[src/rtl/matrix_pkg.sv]
// matrix_pkg: shared definitions for the game-matrix row memory and its
// requesters.
//   ROW_W / ADDR_W / ROWS : row data width, row address width, row count.
//   arb_state_t           : write-port arbiter state.
//   token_id_t            : piece identifier produced by the token generator.
//   row_in_range()        : true when a row address addresses a real row.
package matrix_pkg;

  localparam int ROW_W  = 10;
  localparam int ADDR_W = 5;
  localparam int ROWS   = 20;

  typedef enum logic [1:0] {
    IDLE    = 2'd0,
    GRANT   = 2'd1,
    RELEASE = 2'd2
  } arb_state_t;

  typedef logic [2:0] token_id_t;

  function automatic logic row_in_range(input logic [ADDR_W-1:0] a, input int rows);
    return int'(a) < rows;
  endfunction

endpackage

[src/rtl/matrix_port_arbiter_if.sv]
// matrix_port_arbiter_if: bundle between the requesters, the write-port
// arbiter and the matrix RAM write port.
//   req/we/addr/data : per-requester request, write strobe, packed row
//                      address (5 bits each) and row data (10 bits each).
//   gnt              : one-hot grant back to the requesters.
//   mem_*            : registered RAM write port.
//   busy/timeout_err/range_err : arbiter status.
// Modports: master = requester/RAM side, slave = arbiter.
interface matrix_port_arbiter_if #(
  parameter int NREQ = 3
) ();
  import matrix_pkg::*;

  logic [NREQ-1:0]        req;
  logic [NREQ-1:0]        we;
  logic [NREQ*ADDR_W-1:0] addr;
  logic [NREQ*ROW_W-1:0]  data;
  logic [NREQ-1:0]        gnt;
  logic [ADDR_W-1:0]      mem_addr;
  logic [ROW_W-1:0]       mem_data;
  logic                   mem_we;
  logic                   busy;
  logic                   timeout_err;
  logic                   range_err;

  modport master (
    output req, we, addr, data,
    input  gnt, mem_addr, mem_data, mem_we, busy, timeout_err, range_err
  );

  modport slave (
    input  req, we, addr, data,
    output gnt, mem_addr, mem_data, mem_we, busy, timeout_err, range_err
  );

endinterface

[src/rtl/rr_pick.sv]
// rr_pick: combinational round-robin selector.
//   req  : request vector, one bit per requester.
//   last : index of the most recently served requester.
//   pick : one-hot winner, first requesting index searched from last+1
//          upward, wrapping modulo NREQ (last itself has lowest priority).
//   any  : at least one request is present.
module rr_pick #(
  parameter int NREQ = 3,
  parameter int LW   = (NREQ > 1) ? $clog2(NREQ) : 1
) (
  input  logic [NREQ-1:0] req,
  input  logic [LW-1:0]   last,
  output logic [NREQ-1:0] pick,
  output logic            any
);

  logic found;
  int   idx;

  always_comb begin
    pick  = '0;
    found = 1'b0;
    idx   = 0;
    for (int unsigned k = 1; k <= NREQ; k++) begin
      idx = (int'(last) + int'(k)) % NREQ;
      if (!found && req[idx]) begin
        pick[idx] = 1'b1;
        found     = 1'b1;
      end
    end
  end

  assign any = |req;

endmodule

[src/rtl/matrix_port_arbiter.sv]
// matrix_port_arbiter: round-robin owner of the matrix RAM write port.
//   clk, reset : rising-edge clock, asynchronous active-high reset.
//   bus        : slave modport; requester req/we/addr/data in, one-hot gnt,
//                registered mem_addr/mem_data/mem_we, busy, and one-cycle
//                timeout_err / range_err pulses out.
// A grant lasts at most MAX_HOLD cycles; each grant is followed by one
// RELEASE and one IDLE cycle before the next owner is chosen.
module matrix_port_arbiter #(
  parameter int NREQ     = 3,
  parameter int ROWS     = 20,
  parameter int MAX_HOLD = 16
) (
  input  logic                 clk,
  input  logic                 reset,
  matrix_port_arbiter_if.slave bus
);
  import matrix_pkg::*;

  localparam int LW = (NREQ > 1) ? $clog2(NREQ) : 1;
  localparam int HW = $clog2(MAX_HOLD + 1);

  arb_state_t        state_q, state_d;
  logic [LW-1:0]     owner_q, owner_d;
  logic [LW-1:0]     last_q, last_d;
  logic [NREQ-1:0]   gnt_q, gnt_d;
  logic [HW-1:0]     cnt_q, cnt_d;
  logic [ADDR_W-1:0] maddr_q, maddr_d;
  logic [ROW_W-1:0]  mdata_q, mdata_d;
  logic              mwe_q, mwe_d;
  logic              tmo_q, tmo_d;
  logic              rng_q, rng_d;

  logic [NREQ-1:0]   pick;
  logic              any_req;
  logic [LW-1:0]     pick_idx;

  logic              own_req;
  logic              own_we;
  logic [ADDR_W-1:0] own_addr;
  logic [ROW_W-1:0]  own_data;

  rr_pick #(
    .NREQ (NREQ),
    .LW   (LW)
  ) u_pick (
    .req  (bus.req),
    .last (last_q),
    .pick (pick),
    .any  (any_req)
  );

  always_comb begin
    pick_idx = '0;
    for (int unsigned k = 0; k < NREQ; k++) begin
      if (pick[k]) pick_idx = LW'(k);
    end
  end

  assign own_req  = bus.req[owner_q];
  assign own_we   = bus.we[owner_q];
  assign own_addr = bus.addr[int'(owner_q)*ADDR_W +: ADDR_W];
  assign own_data = bus.data[int'(owner_q)*ROW_W +: ROW_W];

  always_comb begin
    state_d = state_q;
    owner_d = owner_q;
    last_d  = last_q;
    gnt_d   = gnt_q;
    cnt_d   = cnt_q;
    maddr_d = maddr_q;
    mdata_d = mdata_q;
    mwe_d   = 1'b0;
    tmo_d   = 1'b0;
    rng_d   = 1'b0;
    unique case (state_q)
      IDLE: begin
        if (any_req) begin
          state_d = GRANT;
          owner_d = pick_idx;
          gnt_d   = pick;
          cnt_d   = '0;
        end
      end
      GRANT: begin
        cnt_d = cnt_q + 1'b1;
        if (!own_req) begin
          // a strobe alongside a dropped request is not a write
          state_d = RELEASE;
          gnt_d   = '0;
        end else begin
          if (own_we) begin
            if (row_in_range(own_addr, ROWS)) begin
              mwe_d   = 1'b1;
              maddr_d = own_addr;
              mdata_d = own_data;
            end else begin
              rng_d = 1'b1;
            end
          end
          // the final write of a timed-out grant still lands
          if (cnt_q == HW'(MAX_HOLD - 1)) begin
            state_d = RELEASE;
            gnt_d   = '0;
            tmo_d   = 1'b1;
          end
        end
      end
      RELEASE: begin
        last_d  = owner_q;
        state_d = IDLE;
      end
      default: state_d = IDLE;
    endcase
  end

  always_ff @(posedge clk or posedge reset) begin
    if (reset) begin
      state_q <= IDLE;
      owner_q <= '0;
      last_q  <= LW'(NREQ - 1);
      gnt_q   <= '0;
      cnt_q   <= '0;
      maddr_q <= '0;
      mdata_q <= '0;
      mwe_q   <= 1'b0;
      tmo_q   <= 1'b0;
      rng_q   <= 1'b0;
    end else begin
      state_q <= state_d;
      owner_q <= owner_d;
      last_q  <= last_d;
      gnt_q   <= gnt_d;
      cnt_q   <= cnt_d;
      maddr_q <= maddr_d;
      mdata_q <= mdata_d;
      mwe_q   <= mwe_d;
      tmo_q   <= tmo_d;
      rng_q   <= rng_d;
    end
  end

  assign bus.gnt         = gnt_q;
  assign bus.mem_addr    = maddr_q;
  assign bus.mem_data    = mdata_q;
  assign bus.mem_we      = mwe_q;
  assign bus.busy        = (state_q != IDLE);
  assign bus.timeout_err = tmo_q;
  assign bus.range_err   = rng_q;

endmodule

[src/flat_wrapper.sv]
// flat-port wrapper written by rule: the top's interface ports become plain ports
module matrix_port_arbiter_flat import matrix_pkg::*;
#(
  parameter int NREQ     = 3,
  parameter int ROWS     = 20,
  parameter int MAX_HOLD = 16
)
  (clk, reset, bus_req, bus_we, bus_addr, bus_data, bus_gnt, bus_mem_addr, bus_mem_data, bus_mem_we, bus_busy, bus_timeout_err, bus_range_err);
  matrix_port_arbiter_if #(.NREQ(NREQ)) bus_i ();
  input  logic clk;
  input  logic reset;
  input wire logic [$bits(bus_i.req)-1:0] bus_req;
  input wire logic [$bits(bus_i.we)-1:0] bus_we;
  input wire logic [$bits(bus_i.addr)-1:0] bus_addr;
  input wire logic [$bits(bus_i.data)-1:0] bus_data;
  output wire logic [$bits(bus_i.gnt)-1:0] bus_gnt;
  output wire logic [$bits(bus_i.mem_addr)-1:0] bus_mem_addr;
  output wire logic [$bits(bus_i.mem_data)-1:0] bus_mem_data;
  output wire logic [$bits(bus_i.mem_we)-1:0] bus_mem_we;
  output wire logic [$bits(bus_i.busy)-1:0] bus_busy;
  output wire logic [$bits(bus_i.timeout_err)-1:0] bus_timeout_err;
  output wire logic [$bits(bus_i.range_err)-1:0] bus_range_err;
  assign bus_i.req = bus_req;
  assign bus_i.we = bus_we;
  assign bus_i.addr = bus_addr;
  assign bus_i.data = bus_data;
  assign bus_gnt = bus_i.gnt;
  assign bus_mem_addr = bus_i.mem_addr;
  assign bus_mem_data = bus_i.mem_data;
  assign bus_mem_we = bus_i.mem_we;
  assign bus_busy = bus_i.busy;
  assign bus_timeout_err = bus_i.timeout_err;
  assign bus_range_err = bus_i.range_err;
  matrix_port_arbiter #(.NREQ(NREQ), .ROWS(ROWS), .MAX_HOLD(MAX_HOLD)) u_core (.clk(clk), .reset(reset), .bus(bus_i));
endmodule
[config.mk]
export PLATFORM = sky130hd
export DESIGN_NAME = matrix_port_arbiter_flat
export DESIGN_NICKNAME = d
export VERILOG_FILES = /design/src/rtl/matrix_pkg.sv /design/src/rtl/matrix_port_arbiter_if.sv /design/src/rtl/rr_pick.sv /design/src/rtl/matrix_port_arbiter.sv /design/src/flat_wrapper.sv
export SDC_FILE = /design/constraint.sdc
export NUM_CORES = 1
export LEC_CHECK = 0
export ABC_CLOCK_PERIOD_IN_PS = 4500
export CORE_AREA = 2 2 78 61
export DETAILED_ROUTE_END_ITERATION = 16
export DIE_AREA = 0 0 80 63
export PLACE_DENSITY = 0.87
export SYNTH_ARGS = -nofsm -noshare
export SYNTH_HDL_FRONTEND = slang
export SYNTH_SLANG_ARGS = --single-unit
export TNS_END_PERCENT = 20
[constraint.sdc]
create_clock -name clk -period 4.5 [get_ports clk]
set_clock_uncertainty 0.1 [all_clocks]
set_input_delay 0.675 -clock clk [delete_from_list [all_inputs] [get_ports clk]]
set_output_delay 0.675 -clock clk [all_outputs]
set_load 0.005 [all_outputs]
==> impl_metrics.ini <==
[global_routing]
grt_pass1_vias = 1754
gr-total-overflow = 0
grt_max_degree = 33
grt_pass1_wl_microns = 7955
antenna_found_initial = 0
gr-usage-all-layers_pct = 20.27

[floorplanning]
dieHeight_microns = 63
die_w_microns = 80
dieArea_sq_mm = 0.005040
num_rows = 21
core_sq_mm = 0.004309
floorplan.initialDensity_pct = 44.98
num_io_pins = 75

[clocking]
clk_latency_ns = 0.28
cts-root-buf = clkbuf_8
clock-sinks = 32
ctsHoldBuffers = 0
cts_resized = 0
cts_buffers = 5
cts_tree = yes
clock_path_buffers = 2
htree_levels = 2
postCtsSetupBuffers = 0
path_clk_slew_ns = 0.06

[pwr]
p_leak_uw = 0.001198
swShare_pct = 37.47
p_total_uw = 1575
internal_power_uw = 985.1
p_clk_share_pct = 14.2
ir_drop_mv = 0.3936
p_comb_share_pct = 53.1
seqPwrFrac_pct = 32.7
switchingPower_uw = 590.3
p_per_area_mw_per_mm2 = 561.8

[synthesis]
yosysSeqAreaShare_pct = 41.38
async_flop_share_pct = 100.0
synth_area_sq_mm = 0.001938
synthFlopType = dfrtp_1
synth_edf_count = 0
synthCells = 193
syn-num-nets = 252
syn_avg_cell_area_sq_um = 10.04
ys_ff_latch = 32
yosys_warnings = 0
synth.distinct_cells = 41

[sta]
finalMaxSlewViolations = 0
post-route-period-util_pct = 61.39
fmax_mhz = 362.0
hold_viol_final = 0
fin_setup_tns_ns = 0
setup_viol = 0
slew_headroom_pct = 52.56
rsz0062_at_grt = false
whs_ns = 0.3775
finalCriticalPeriod_ns = 2.762
tightest_slew_ns = 0.7116

[run_status]
status = finished, final reports clean

[flow_run]
max_cap_violations = 0

[setup_path]
cp-end-kind = register
crit_arrival_ns = 2.82
crit_required_ns = 4.56
critPathLaunchType = register
crit_fanout = 22
crit_type = reg2reg

[placement]
portBuffers = 74
dp.final_hpwl_microns = 3636
place_congestion = 0.7948

[worst_hold_path]
hp-class = reg2reg

[layout]
drive_gt1_share_pct = 11.15
final_core_utilization_pct = 65.07
insertedDiodeCount = 0
area_growth_pct = 44.67
nNetsFinal = 327

[route]
first_pass_iters = 4
drt-initial-drc-count = 82
wirelength_microns = 4810
wl_per_cell_microns = 14.75
final_antenna_net_count = 0
vias = 1692
viasPerCell = 5.190
drc_errors = 0
[logic make-up (layout without fill, tap and decap cells)]
family	after synthesis	in the layout	share of synthesized area (%)
adder cells (fa/ha/maj)	6	6	3.873
AO/OA/AOI/OAI	47	47	16.40
AND/OR/NAND/NOR	51	51	12.27
flip-flops	32	32	41.38
multiplexers	35	35	20.14
buffers and inverters	21	97	5.487
XOR/XNOR	1	1	0.4520
[cell type report]
type                            instances  area [sq um]
Clock inverter                          2         10.01
Timing Repair Buffer                   77         763.2
Fill cell                             351          1505
Multi-Input combinational cell        140          1030
Clock buffer                            6         82.58
Tap cell                               57         71.32
Sequential cell                        32         802.0
Inverter                               12         45.04
[stage by stage]
stage                     cell area, sq um  std cells  setup WS [ns]
after floorplan                       1938        193          2.385
after global placement                2711        318          1.633
after detailed placement              2711        318          1.577
after CTS                             2804        326          1.719
after global routing                  2804        326          1.525
final                                 2804        326          1.738
[layout by cell type, fill, tap and decap left out, types with 2 or more instances in the layout]
master	Yosys	final
clkdlybuf4s50_1	0	74
dfrtp_1	31	31
nand2_1	26	26
mux2i_1	21	21
o21ai_0	21	21
inv_1	12	12
nor2_1	9	9
mux2_2	8	8
mux2_4	6	6
ha_1	6	6
clkbuf_8	0	6
nand2b_1	4	4
nor2b_1	3	3
nand3b_1	3	3
a21oi_1	3	3
buf_4	0	3
a2bb2oi_1	2	2
o21ai_2	2	2
o2bb2ai_1	2	2
o21a_1	2	2
a21o_1	2	2
o21bai_1	2	2
and3_1	2	2
clkinv_2	0	2
[critical path: stages, from the launching register on]
cell and delay, ns:
dfrtp_1 0.80, nor2b_1 0.21, buf_4 0.24, o2bb2ai_1 0.17, nand3_2 0.15, a21oi_4 0.54
mux2_2 0.42
[state kept, by name, indices dropped and copies added, names as in the netlist, 2 cells and up]
register,count
u_core.cnt_q,5
u_core.bus.gnt,3
u_core.last_q,2
u_core.state_q,2
u_core.bus.mem_addr,5
u_core.bus.mem_data,10
u_core.owner_q,2
[synth_stat cells (2+ instances only)]
cell	n	area [sq um]
a21o_1	2	15.01
dfrtp_1	31	775.7
a21oi_1	3	15.01
o21a_1	2	15.01
mux2i_1	21	210.2
o21ai_0	21	105.1
mux2_2	8	90.09
nor2_1	9	33.78
inv_1	12	45.04
o21ai_2	2	17.52
buf_2	3	15.01
ha_1	6	75.07
nand3b_1	3	22.52
o2bb2ai_1	2	17.52
clkbuf_1	4	15.01
a2bb2oi_1	2	17.52
mux2_4	6	90.09
nand2b_1	4	25.02
and3_1	2	12.51
nand2_1	26	97.59
nor2b_1	3	18.77
o21bai_1	2	15.01
[routing by layer]
| metal | global-route usage (%) | up-vias | wire (microns) |
|---|---|---|---|
| li1 | - | 830 | - |
| met1 | 26.52 | 796 | 2182 |
| met2 | 32.92 | 62 | 2280 |
| met3 | 5.925 | 4 | 309 |
| met4 | 5.085 | 0 | 37 |
| met5 | 0 | - | 0 |
[path summary, 6_finish.rpt]
| path | start | end | slack (ns) | cells after the start |
|---|---|---|---|---|
| hold reg to reg | u_core.bus.gnt[1]$_DFFE_PP0P_ | u_core.bus.gnt[1]$_DFFE_PP0P_ | 0.38 | 2 |
| hold / removal | u_core.bus.gnt[1]$_DFFE_PP0P_ | u_core.bus.gnt[1]$_DFFE_PP0P_ | 0.38 | 2 |
| min in group asynchronous | reset | u_core.bus.mem_addr[0]$_DFFE_PP0P_ | 0.68 | 3 |
| setup / recovery | u_core.owner_q[1]$_DFFE_PP0P_ | u_core.bus.mem_data[6]$_DFFE_PP0P_ | 1.74 | 6 |
| max in group asynchronous | reset | u_core.last_q[1]$_DFFE_PP1N_ | 3.30 | 3 |
| setup reg to reg | u_core.owner_q[1]$_DFFE_PP0P_ | u_core.bus.mem_data[6]$_DFFE_PP0P_ | 1.74 | 6 |
[power by group through the flow]
stage	combinational, uW	sequential (uW)	clock [uW]
floorplan	544	477	0
finish	836	515	224
global route	917	536	242
global placement	810	513	0
detailed placement	835	519	0
CTS	840	517	229
Note: power is estimated with default switching activity, not from simulation.
